==> config.mk <==
export PLATFORM = sky130hd
export DESIGN_NAME = mult_seq_ctrl
export DESIGN_NICKNAME = d
export VERILOG_FILES = /design/src/rtl/mult_seq_ctrl.sv
export SDC_FILE = /design/constraint.sdc
export NUM_CORES = 1
export LEC_CHECK = 0
export BUFFER_PORTS_ARGS = -buffer_cell sky130_fd_sc_hd__buf_2
export CAP_MARGIN = 0
export CORE_ASPECT_RATIO = 1.5
export CORE_MARGIN = 2
export CORE_UTILIZATION = 60
export CTS_CLUSTER_DIAMETER = 60
export DETAILED_ROUTE_END_ITERATION = 8
export PLACE_DENSITY = 0.75
export SYNTH_ARGS = -nofsm -noshare
export SYNTH_HDL_FRONTEND = slang
export SYNTH_SLANG_ARGS = --single-unit
==> constraint.sdc <==
create_clock -name clock -period 9.6 [get_ports clock]
set_clock_uncertainty 0.15 [all_clocks]
set_input_delay 0.48 -clock clock [delete_from_list [all_inputs] [get_ports clock]]
set_output_delay 0.48 -clock clock [all_outputs]
set_load 0.05 [all_outputs]
==> src/rtl/mult_seq_ctrl.sv <==
// Sequential shift-add multiplier fed from an internal operand RAM.
// Each operation consumes the pair bank[ptr], bank[ptr+1] and then advances ptr by two.
module mult_seq_ctrl #(
  parameter int WIDTH  = 16,
  parameter int DEPTH  = 32,
  parameter int ADDR_W = $clog2(DEPTH)
) (
  input  logic                 clock,
  input  logic                 reset,
  input  logic [1:0]           mode,
  input  logic                 start,
  input  logic                 wr_en,
  input  logic [ADDR_W-1:0]    wr_addr,
  input  logic [WIDTH-1:0]     wr_data,
  output logic                 busy,
  output logic                 done,
  output logic [2*WIDTH-1:0]   product,
  output logic [ADDR_W-1:0]    ptr
);

  typedef enum logic [1:0] {IDLE, FETCH, MUL, DONE} state_t;

  localparam int CNT_W = $clog2(WIDTH + 1);
  localparam logic [ADDR_W-1:0] LAST_IDX  = ADDR_W'(DEPTH - 1);
  localparam logic [ADDR_W-1:0] LAST_PAIR = ADDR_W'(DEPTH - 2);
  localparam logic [CNT_W-1:0]  LAST_STEP = CNT_W'(WIDTH - 1);

  state_t               state;
  logic [WIDTH-1:0]     bank [DEPTH];
  logic [ADDR_W-1:0]    ptr_b;
  logic [WIDTH-1:0]     op_a, op_b, mag_a, mag_b;
  logic                 a_signed, b_signed, a_neg, b_neg;
  logic [2*WIDTH-1:0]   acc, mcand, acc_next;
  logic [WIDTH-1:0]     mplier;
  logic                 neg;
  logic [CNT_W-1:0]     step;

  // RAM contents survive reset; reads are asynchronous so a same-edge write yields old data.
  always_ff @(posedge clock) begin
    if (wr_en) bank[wr_addr] <= wr_data;
  end

  always_comb begin
    ptr_b    = (ptr == LAST_IDX) ? '0 : ptr + ADDR_W'(1);
    op_a     = bank[ptr];
    op_b     = bank[ptr_b];
    a_signed = (mode == 2'b01) || (mode == 2'b10);
    b_signed = (mode == 2'b01);
    a_neg    = a_signed & op_a[WIDTH-1];
    b_neg    = b_signed & op_b[WIDTH-1];
    // Magnitude of the most negative value still fits when read back as unsigned.
    mag_a    = a_neg ? -op_a : op_a;
    mag_b    = b_neg ? -op_b : op_b;
    acc_next = mplier[0] ? acc + mcand : acc;
  end

  always_ff @(posedge clock or posedge reset) begin
    if (reset) begin
      state   <= IDLE;
      busy    <= 1'b0;
      done    <= 1'b0;
      product <= '0;
      ptr     <= '0;
      acc     <= '0;
      mcand   <= '0;
      mplier  <= '0;
      neg     <= 1'b0;
      step    <= '0;
    end else begin
      case (state)
        IDLE: begin
          if (start) begin
            state <= FETCH;
            busy  <= 1'b1;
          end
        end
        FETCH: begin
          acc    <= '0;
          mcand  <= {{WIDTH{1'b0}}, mag_a};
          mplier <= mag_b;
          neg    <= a_neg ^ b_neg;
          step   <= '0;
          state  <= MUL;
        end
        MUL: begin
          acc    <= acc_next;
          mcand  <= mcand << 1;
          mplier <= mplier >> 1;
          step   <= step + CNT_W'(1);
          // Last partial product is folded straight into the result register.
          if (step == LAST_STEP) begin
            state   <= DONE;
            busy    <= 1'b0;
            done    <= 1'b1;
            product <= neg ? -acc_next : acc_next;
          end
        end
        DONE: begin
          done  <= 1'b0;
          state <= IDLE;
          ptr   <= (ptr == LAST_PAIR) ? '0 : ptr + ADDR_W'(2);
        end
        default: state <= IDLE;
      endcase
    end
  end

endmodule
==> metrics <==
Synth Cell Area between 20000 and 30000 µm²; Routed Antenna Nets 0; kind of capture point of the worst setup path flip-flop; Final nets about 2k; layout overhead on the synthesized area 10.3%; Synth Flop Type edfxtp_1; H-tree depth 2; core region area ~48000 µm²; Rows between 90 and 100; first-pass GRT wire length roughly 100 mm; critical path required time approximately 10 ns; worst-margin pin slew 1.08 ns; outcome finished clean; Setup CP Type reg2reg; Yosys reg bits around 640; CP startpoint kind flip-flop; share of cells above drive strength 1 0.218; port buffer count 64; EDFF count, synth 512; maximum clock rate between 0.2 and 0.25 GHz; total track usage 0.269; worst min path class in2reg; TritonRoute pass-1 iters 5; HP Start start; Reg-to-Reg Start ptr[3]; die area between 40000 and 50000 µm²; Max Cap Viol 0; Post-Route Utilization 0.667; crit-path leading delay family multiplexers; placed cell count ~2.5k; vias in the first global route 17.2k; Critical Path Max Stage Delay ~0.9 ns; largest net degree at the start of global routing between 80 and 90; routability cong. about 0.91; WP data arrival ~5.1 ns; Hold EP busy; Num Clock Sinks between 600 and 700; Starting Density 0.605; Non-Filler Instances about 2.6k; clk_lat worst skew 0.62 ns; initial antenna violation count 0; Crit Path Max Fanout 46; setup ws final slightly below 5 ns; Filler Cell Count between 3k and 4k; LEAKAGE 11.1 nW; Syn Area/Cell roughly 15 µm²; via density per instance roughly 6.5; I/O Pins 66; CTS Buf Count 56; number of remaining DRC errors 0; worst relative slew slack 0.277; TNS Setup 0 ns; diodes inserted 0; Hold Vio Cnt, Final 0; initial DRC count approximately 1.4k; cells after synthesis between 1.5k and 2k; TritonCTS clock tree built; commonest non-fill, non-tap cell in the layout edfxtp_1; part of the cycle the worst path needs 0.497; clock buffer depth 3; async set or reset register ratio after synthesis 0.197; final setup vio count 0; r2r setup slk roughly 4.8 ns; routed vias between 15k and 20k; RSZ-0062 raised after global routing false; CP bufs+invs 2; pre-CTS setup slack between 4 and 5 ns; postcts setup bufs 0; Final Slew Violations 0; CTS root buf clkbuf_16; number of distinct library cells after synthesis 78; most frequent cells in the layout 512 x edfxtp_1, 176 x mux4_2, 123 x dfrtp_1; routed wire length per instance between 20 and 30 µm; PD cells just over 300 nW/µm²; Ys Warns 0; HPWL Detailed roughly 43 mm; Die X about 180 µm; Die H around 270 µm; Critical-path top delay cell dfrtp_4; Clock transition at path regs ~0.060 ns; R2R depth 13; drt total wl about 66 mm; Tmin final between 4 and 5 ns; GRT Residual Overflow 0; register area share after synthesis 0.644; Hold Path Cell Cnt 3; r2r endpoint mcand[14]; Peak supply drop 0.000208 V; ordered list of cells on the worst path buf_4 > mux4_2 > mux4_2 > inv_1 > ha_1 > nand2b_1 > o31ai_4 > o21ai_1 > nor4b_1 > nor2_1 > xnor2_1 > o21ai_1 > mux2_2
stage by stage:
stage | hold slack (ns) | power, mW | instance area [µm²]
2_1_floorplan | 0.329 | 6.56 | 28800
3_3_place_gp | 0.306 | 7.41 | 29800
3_5_place_dp | 0.315 | 7.50 | 29800
4_1_cts | 0.0319 | 9.86 | 31700
5_1_grt | 0.0796 | 10.3 | 31700
6_report | 0.0680 | 9.81 | 31700
synth_stat cells, drive strengths merged, types with 9 or more instances:
cell type  instances  area, µm²
inv               72        270
nand3             42        210
xnor2             47        412
mux2              22        248
a31oi             21        131
a211oi            11       92.6
nor2             118        443
clkbuf            63        238
o22ai             37        231
edfxtp           512      15400
nand2b            16        100
ha                43        538
a21o              15        113
or3               12       80.1
and2              11       68.8
nand2            111        417
xor2              19        166
a21oi             74        370
buf               37        236
dfrtp            126       3150
o21ai            118        591
nor3              18        100
and3               9       56.3
nand4             16        100
mux2i             25        250
mux4             176       3960
what timing repair did:
item,in CTS,in global routing
resized for setup,0,0
setup endpoints to repair,0,0
hold endpoints to repair,75,0
hold buffers,1,0
final cells by class:
cell class                 count  area [µm²]  area share
clock buffer                  72        1590      0.0502
tap                          600         751      0.0236
inverter                      72         275     0.00867
multi-input combinational   1059        9540       0.301
sequential                   638       18500       0.584
timing repair buffer         109         673      0.0212
clock inverter                32         373      0.0117
cell families after synthesis:
group | after synthesis | share of synthesized area
flip-flops | 638 | 0.644
AND/OR/NAND/NOR | 389 | 0.0644
AO/OA/AOI/OAI | 335 | 0.0711
multiplexers | 223 | 0.155
buffers and inverters | 172 | 0.0259
XOR/XNOR | 66 | 0.0201
adder cells (fa/ha/maj) | 44 | 0.0194
other | 1 | 0.000130
registers in the layout (all words and copies together), names as in the netlist:
register,cells
acc,32
state,2
mplier,16
done,1
product,32
step,5
bank,512
busy,1
mcand,32
neg,1
ptr,4
worst max path at each step:
stage,start,to,cells after the start
global route,ptr[1],mcand[14],13
global placement,ptr[1],mcand[14],13
CTS,ptr[1],mcand[14],13
floorplan,ptr[3],mcand[14],14
detailed placement,ptr[1],mcand[14],13
finish,ptr[3],mcand[14],13
tightest hold or removal path, delay by kind of cell:
kind	cells	cell delay (ns)
compound gates	2	0.20
buf+inv	1	0.12
layer usage:
layer / track usage / up-vias / routed length [µm]
met1: 0.319 / 8508 / 23700
met5: 0 / - / 0
li1: - / 7431 / -
met4: 0.105 / 0 / 2750
met3: 0.0317 / 165 / 3330
met2: 0.500 / 589 / 35900
power by group:
| group | switching, mW | leakage, nW | internal, mW |
|---|---|---|---|
| clock | 1.01 | 0.966 | 1.34 |
| combinational | 2.33 | 3.90 | 1.66 |
| sequential | 0.245 | 6.21 | 3.22 |
(Power assumes the default switching activity.)
